**src/rtl/nibble_add_sched.sv**
```systemverilog
// nibble_add_sched: round-robin scheduler for two requesters sharing one nibble-serial 4-bit add/sub datapath.
// Latency: grant edge to ack pulse is NIBBLES cycles; busy for NIBBLES+1 cycles; at least one IDLE cycle between operations.
// Backpressure: req is held until ack; requests arriving in ADD/DONE wait; a served requester re-arms only after req is seen low.
//
// Ports:
//   clock, resetn          single clock, asynchronous active-low reset
//   req0/req1              request lines, held high until the matching ack
//   a0,b0,sub0 / a1,b1,sub1 operands and op select per requester (sub=1: a-b)
//   ack0/ack1              one-cycle completion pulse to the served requester
//   result, cout, ovf      outcome of the last completed operation (held until the next one)
//   busy, owner            operation in progress and index of the granted requester
module nibble_add_sched #(
    parameter int NIBBLES = 4
) (
    input  logic                 clock,
    input  logic                 resetn,
    input  logic                 req0,
    input  logic                 req1,
    input  logic [4*NIBBLES-1:0] a0,
    input  logic [4*NIBBLES-1:0] b0,
    input  logic [4*NIBBLES-1:0] a1,
    input  logic [4*NIBBLES-1:0] b1,
    input  logic                 sub0,
    input  logic                 sub1,
    output logic                 ack0,
    output logic                 ack1,
    output logic [4*NIBBLES-1:0] result,
    output logic                 cout,
    output logic                 ovf,
    output logic                 busy,
    output logic                 owner
);

    localparam int W    = 4 * NIBBLES;
    localparam int IDXW = (NIBBLES > 1) ? $clog2(NIBBLES) : 1;

    typedef enum logic [1:0] {
        IDLE = 2'd0,
        ADD  = 2'd1,
        DONE = 2'd2
    } stateT;

    stateT            state;
    logic [1:0]       armed;      // per requester: eligible for a grant
    logic             rrPrio;     // requester that wins a tie
    logic [W-1:0]     opA;
    logic [W-1:0]     opB;
    logic             opSub;
    logic             carry;
    logic [W-1:0]     shadow;     // result under construction, not yet visible
    logic [IDXW-1:0]  idx;

    logic             want0;
    logic             want1;
    logic             grantSel;
    logic [IDXW+1:0]  bitBase;
    logic [3:0]       nibA;
    logic [3:0]       nibB;
    logic [3:0]       prop;
    logic [3:0]       nibSum;
    logic [4:0]       chain;
    logic [W-1:0]     nextShadow;
    logic             lastNib;
    logic             ovfNext;

    assign want0    = req0 & armed[0];
    assign want1    = req1 & armed[1];
    // Tie goes to rrPrio; otherwise whichever requester is asking.
    assign grantSel = (want0 & want1) ? rrPrio : want1;
    assign bitBase  = {idx, 2'b00};

    // The single shared 4-bit adder. Carry uses the XOR-select mux form:
    // when a^b propagates, pass the incoming carry, otherwise a (== b) is the carry.
    always_comb begin
        nibSum     = '0;
        chain      = '0;
        nibA       = opA[bitBase +: 4];
        nibB       = opB[bitBase +: 4] ^ {4{opSub}};
        prop       = nibA ^ nibB;
        chain[0]   = carry;
        for (int k = 0; k < 4; k++) begin
            nibSum[k]   = prop[k] ^ chain[k];
            chain[k+1]  = prop[k] ? chain[k] : nibA[k];
        end
        nextShadow              = shadow;
        nextShadow[bitBase +: 4] = nibSum;
        lastNib  = (idx == IDXW'(NIBBLES - 1));
        // Only meaningful on the MSB nibble: same-sign operands, result sign flipped.
        ovfNext  = (opA[W-1] == (opB[W-1] ^ opSub)) && (nibSum[3] != opA[W-1]);
    end

    always_ff @(posedge clock or negedge resetn) begin
        if (!resetn) begin
            state  <= IDLE;
            ack0   <= 1'b0;
            ack1   <= 1'b0;
            busy   <= 1'b0;
            owner  <= 1'b0;
            result <= '0;
            cout   <= 1'b0;
            ovf    <= 1'b0;
            armed  <= 2'b11;
            rrPrio <= 1'b0;
            opA    <= '0;
            opB    <= '0;
            opSub  <= 1'b0;
            carry  <= 1'b0;
            shadow <= '0;
            idx    <= '0;
        end else begin
            ack0 <= 1'b0;
            ack1 <= 1'b0;

            // A low req re-arms its requester; the disarm on completion below takes precedence.
            if (!req0) armed[0] <= 1'b1;
            if (!req1) armed[1] <= 1'b1;

            case (state)
                IDLE: begin
                    if (want0 || want1) begin
                        owner  <= grantSel;
                        busy   <= 1'b1;
                        opA    <= grantSel ? a1 : a0;
                        opB    <= grantSel ? b1 : b0;
                        opSub  <= grantSel ? sub1 : sub0;
                        carry  <= grantSel ? sub1 : sub0;
                        idx    <= '0;
                        rrPrio <= ~grantSel;
                        state  <= ADD;
                    end
                end

                ADD: begin
                    shadow <= nextShadow;
                    carry  <= chain[4];
                    idx    <= idx + IDXW'(1);
                    if (lastNib) begin
                        result       <= nextShadow;
                        cout         <= chain[4];
                        ovf          <= ovfNext;
                        ack0         <= ~owner;
                        ack1         <= owner;
                        armed[owner] <= 1'b0;
                        state        <= DONE;
                    end
                end

                DONE: begin
                    busy  <= 1'b0;
                    state <= IDLE;
                end

                default: begin
                    busy  <= 1'b0;
                    state <= IDLE;
                end
            endcase
        end
    end

endmodule

```
**config.mk**
```make
export PLATFORM = sky130hd
export DESIGN_NAME = nibble_add_sched
export DESIGN_NICKNAME = d
export VERILOG_FILES = /design/src/rtl/nibble_add_sched.sv
export SDC_FILE = /design/constraint.sdc
export NUM_CORES = 1
export LEC_CHECK = 0
export CAP_MARGIN = 15
export CORE_MARGIN = 10
export CORE_UTILIZATION = 40
export CTS_CLUSTER_DIAMETER = 50
export DETAILED_ROUTE_END_ITERATION = 6
export PLACE_DENSITY = 0.67
export RECOVER_POWER = 100
export SYNTH_ARGS = -nofsm -noshare
export SYNTH_HDL_FRONTEND = slang
export SYNTH_SLANG_ARGS = --single-unit
```
**constraint.sdc**
```tcl
create_clock -name clock -period 3.15 [get_ports clock]
set_clock_uncertainty 0.2 [all_clocks]
set_input_delay 0.945 -clock clock [delete_from_list [all_inputs] [get_ports clock]]
set_output_delay 0.945 -clock clock [all_outputs]
set_load 0.05 [all_outputs]
```
== Yosys cells after proc, flatten, opt, wreduce, memory -nomap -nowiden ==
Index checks and enable logic that the tools add are counted.

* Bits of input ports: 70
* Word-level logic and storage cells: 83
* Register bits: 79

* Muxes and demuxes: 28
* Bitwise gates (word level): 15
* Eq/ne operators: 6
* Reductions and logical operators: 10
* Add/subtract/negate cells: 2
* Shifts and indexed selects: 4
* Order comparisons: 2

{| class="wikitable"
|+ Operators with widths
! operator !! number
|-
| 16-bit 2-to-1 mux || 2
|-
| 16-bit by 5-bit indexed part select with 4-bit output || 2
|-
| 16-bit bitwise mux || 1
|-
| 4-bit by 6-bit variable shift with 16-bit output, first input constant || 1
|-
| 4-bit by 6-bit indexed part select with 16-bit output || 1
|-
| 1-bit 2-to-1 mux || 15
|-
| 2-bit 2-to-1 mux || 5
|-
| 2-bit AND reduction || 5
|-
| 2-bit one-hot mux with 2 select lines || 2
|-
| 4-bit XOR || 2
|-
| 4-bit negation with 6-bit output || 1
|-
| 1-bit XOR || 5
|-
| 2-bit != test, second input constant || 2
|-
| 1-bit one-hot mux with 2 select lines || 2
|-
| 1-bit AND || 3
|-
| 1-bit inverter || 3
|-
| 2-bit by 1-bit adder with 2-bit output, second input constant || 1
|-
| 2-bit AND || 1
|-
| 2-bit by 1-bit == test with 1-bit output, second input constant || 1
|-
| 2-bit == test, second input constant || 1
|-
| 1-bit logical AND || 2
|-
| 2-bit logical NOT || 1
|-
| 1-bit by 2-bit < comparator with 1-bit output, second input constant || 1
|-
| 2-bit inverter || 1
|-
| 6 further kinds || 6
|}

== Longest topological paths before layout ==
Gate-level depths: netlist (run 1).

* Depth in word-level cells: 9
* Depth in mapped cells: 8
* Mapped depth without buffers: 7

== Worst setup path after synthesis (run 1) ==
No wires, ideal clock.

* Path kind: reg2reg
* From: register idx[0]
* To: register result[7]
* Arrival time: 2.393 ns
* Clock period less this slack: 2.689 ns
* Slack: 0.461 ns
* Cell stages (with the launch flop): 8
* Required time: 2.855 ns
* Cells stage by stage: dfrtp_1 > buf_4 > mux4_2 > o21ai_0 > a221oi_2 > maj3_4 > xor2_4 > o31ai_1

* Cells in the longest elaborated chain, start to end: 9
* Elaborated cells on any way between the ends: 17

{| class="wikitable"
|+ Ends and longest elaborated chain
! item !! line !! RTL
|-
| from (decl) || 51 || <nowiki>logic [IDXW-1:0] idx;</nowiki>
|-
| from (signal assigned) || 136 || <nowiki>idx <= idx + IDXW'(1);</nowiki>
|-
| 16-bit by 5-bit indexed part select with 4-bit output || 78 || <nowiki>nibB = opB[bitBase +: 4] ^ {4{opSub}};</nowiki>
|-
| 4-bit XOR || 78 ||
|-
| 4-bit XOR || 79 || <nowiki>prop = nibA ^ nibB;</nowiki>
|-
| 1-bit 2-to-1 mux (3 in a row) || 83 || <nowiki>chain[k+1] = prop[k] ? chain[k] : nibA[k];</nowiki>
|-
| 1-bit XOR || 82 || <nowiki>nibSum[k] = prop[k] ^ chain[k];</nowiki>
|-
| 4-bit by 6-bit indexed part select with 16-bit output || 86 || <nowiki>nextShadow[bitBase +: 4] = nibSum;</nowiki>
|-
| 16-bit bitwise mux || 86 ||
|-
| to (signal assigned) || 138 || <nowiki>result <= nextShadow;</nowiki>
|-
| to (decl) || 27 || <nowiki>output logic [4*NIBBLES-1:0] result,</nowiki>
|}

Several ways; a longest one is shown, not always the timed one.
A chain may end at the register's enable or synchronous reset.

== Worst setup path after layout (run 1) ==
* From: register idx[0]
* To: register result[15]

The elaborated chain is that of the path after synthesis.

==> impl_metrics.toml, run 1 <==
[clocking]
post_cts_buffers = 0
cts_buffers = 9
cts_buffer_depth = 2
htree_num_levels = 3
cts_tree = "yes"
clock_tree.root_cell = "clkbuf_8"
path_clk_slew_ns = 0.09
clkSinkCount = 79
insertion_delay_ns = 0.35

[power]
power_frac_seq_pct = 29.0
netSwitchingFraction_pct = 46.26
power.share.clock_pct = 14.8
finalPower_w = 0.006199
p_int_w = 0.003332
vdd_drop_max_uv = 450.3
p_comb_share_pct = 56.2
p_sw_w = 0.002868
leakage_nw = 2.318
power.density_mw_per_mm2 = 1203

[sta]
setup_tns_ns = 0
hold_viol = 0
setup_viol = 0
post-route-min-period_ns = 2.902
tightest_slew_ns = 2.049
slew_violations = 36
fin_crit_sh_pct = 92.14
max_freq_ghz = 0.3446
maxSlewHeadroom_pct = -36.63
rsz0062_at_grt = "false"

[critical_path]
max_stage_delay_ns = 0.64
crit_chain = "mux4_1 -> a211o_1 -> o31ai_2 -> a221oi_2 -> maj3_4 -> xor2_2 -> o21ai_0"
required_ns = 3.16
crit_arrival_ns = 2.91
end_kind = "flip-flop"
cp_max_fo = 8
critPathKind = "reg -> reg"
crit_slowest_cell = "mux4_1"
critPathLaunchType = "flip-flop"

[drt]
vias_per_cell = 5.192
first_pass_iters = 4
final_antenna_net_count = 0
wl_met2_um = 4701
vias = 3141
drt_wl_total_um = 9958
avgRoutedWirePerCell_um = 16.46
maxUsedRoutingLayer = "met4"
drtIter0Drc = 145
drc = 0
dr_wl_met3_um = 808
wl_met1_um = 4318

[synth]
ys_warn_count = 0
netlist_area_mm2 = 0.003847
synth-edff-count = 0
synth_cell_type_count = 43
yosysTopAreaCell = "dfrtp_1"
ys_async_sr_fraction_pct = 100.0
ys_ff_latch = 79
yosys-top-cells-area = "dfrtp_1 50%, nand2_1 8.8%, a22oi_1 6.2%"
synthTopCellsByCount = "90 x nand2_1, 77 x dfrtp_1, 32 x a22oi_1"
yosysMostFrequentCell = "nand2_1"
synth_top_area_share_pct = 50.08
synthCells = 377
synth.avg_cell_area_um2 = 10.21
yosys_most_used_dff = "dfrtp_1"
synth_nets = 453
seq_area_frac_synth_pct = 51.45

[cells_and_area]
post-route-cell-area_mm2 = 0.005154
n_antenna_cell = 0
layout-drive-gt1-share_pct = 7.353
final_cell_count_no_fill = 605
nNetsFinal = 547
n_fill_cell = 852
area.growth.synth_to_final_pct = 33.95

[die]
die_x_um = 118.1
core_mm2 = 0.009284
die-area_mm2 = 0.01394
floorplan.rows = 35
boundaryPins = 92
die_y_um = 118.1
start_util_pct = 41.44

[global_route]
antenna_found_initial = 0
grt_pass1_wl_um = 16640
grt_max_degree = 45
grt.overflow.total = 0
grt_use_total_pct = 14.21
grt_pass1_vias = 3321

[placed_design]
port_buffers = 91
dp_cells = 589
dpl.hpwl_um = 7539
place_area_mm2 = 0.004971
gp_congestion = 0.8414

[status]
outcome = "complete, but fails checks"
violations = "capacitance limit, slew limit"

[min_path]
holdCritPathClass = "reg -> reg"

[run]
maxCapViolCount = 1
-- per-stage QoR --
stage          util, %  hold slack (ns)  setup WS, ns
2_1_floorplan        -           0.2392        0.4611
6_report         55.51           0.2609        0.2477
3_3_place_gp     53.54           0.2464        0.2594
3_5_place_dp     53.54           0.2519        0.1282
5_1_grt          55.51           0.2872       0.05528
4_1_cts          56.17           0.2656        0.1210
-- what timing repair did --
| item | in CTS | in global routing |
|---|---|---|
| endpoints found under the setup margin | 0 | 10 |
| endpoints found under the hold margin | 0 | 0 |
| hold buffers | 0 | 0 |
| gates resized for setup | 0 | 1 |
-- state kept, by name (all words and copies together) (netlist names), 2 cells and up --
register and count:
opA 16, shadow 16, opB 16, armed 2, state 2, result 16
idx 2
-- placed cells by master, fill, tap and decap left out, drive strengths merged, types with 2 or more instances in the layout --
cell type	count
a211o	2
nand2	90
xor2	2
a22o	4
mux4	8
nor2	29
o31ai	3
a21o	3
dfrtp	77
a22oi	32
and3	7
o21ai	12
clkbuf	18
xnor2	10
bufinv	3
maj3	3
dlygate4sd3	23
a32o	9
nand2b	3
a21oi	8
dfstp	2
a221oi	13
clkdlybuf4s50	67
nor3	3
inv	14
nor2b	3
buf	7
nand3	7
ha	6
-- area by class of cell --
cell class / count / area (um^2) / area share (%)
clock inverters: 6 / 116.4 / 2.258
flip-flops and latches: 79 / 1981 / 38.43
multi-input cells: 264 / 1713 / 33.24
inverters: 12 / 45.04 / 0.8740
repair buffers: 105 / 1010 / 19.59
clock buffers: 10 / 127.6 / 2.476
well taps: 129 / 161.4 / 3.132
-- layer usage --
layer,up-vias,global-route usage (%)
met1,1512,16.77
met3,10,6.187
met4,0,5.719
met2,88,22.15
met5,-,0
li1,1531,-
-- critical path, delay by kind of cell, from the launching register on --
| kind | cells | cell delay, ns |
|---|---|---|
| adders and majority gates | 1 | 0.38 |
| AOI/OAI and AO/OA | 4 | 0.68 |
| xor gates and xnor gates | 1 | 0.38 |
| muxes | 1 | 0.64 |
| DFF | 1 | 0.49 |
-- cell families (layout without fill, tap and decap cells) --
family	after synthesis	in the layout	synth area share (%)
AND/OR/NAND/NOR	144	144	15.41
AO/OA/AOI/OAI	89	89	17.56
flip-flops	79	79	51.45
buffers and inverters	34	133	3.609
XOR/XNOR	12	12	3.415
multiplexers	10	10	5.724
adder cells (fa/ha/maj)	9	9	2.829
-- worst paths after layout --
kind / startpoint / end / slack [ns] / cells past startpoint
worst max-delay path: idx[0] / result[15] / 0.25 / 7
worst min-delay path: armed[1] / armed[1] / 0.26 / 2
max in group asynchronous: resetn / opB[9] / 0.59 / 1
worst min register to register: armed[1] / armed[1] / 0.26 / 2
worst max register to register: idx[0] / result[15] / 0.25 / 7
min in group asynchronous: resetn / result[8] / 0.96 / 1
-- power by group through the flow --
| stage | clock network (W) | registers (W) | logic, W |
|---|---|---|---|
| detailed placement | 0 | 0.00182 | 0.00370 |
| global placement | 0 | 0.00181 | 0.00363 |
| floorplan | 0 | 0.00211 | 0.00226 |
| CTS | 0.000942 | 0.00180 | 0.00371 |
| finish | 0.000919 | 0.00179 | 0.00349 |
| global route | 0.000990 | 0.00185 | 0.00383 |
(Power assumes the default switching activity.)
==> run 2, diff against run 1 <==
--- a/config.mk
+++ b/config.mk
@@ -8,7 +8,6 @@
 export CAP_MARGIN = 15
 export CORE_MARGIN = 10
 export CORE_UTILIZATION = 40
-export CTS_CLUSTER_DIAMETER = 50
 export DETAILED_ROUTE_END_ITERATION = 6
 export PLACE_DENSITY = 0.67
 export RECOVER_POWER = 100
==> results of run 2 <==
Same layout as run 1: the final DEF is identical, and so are final timing and power.
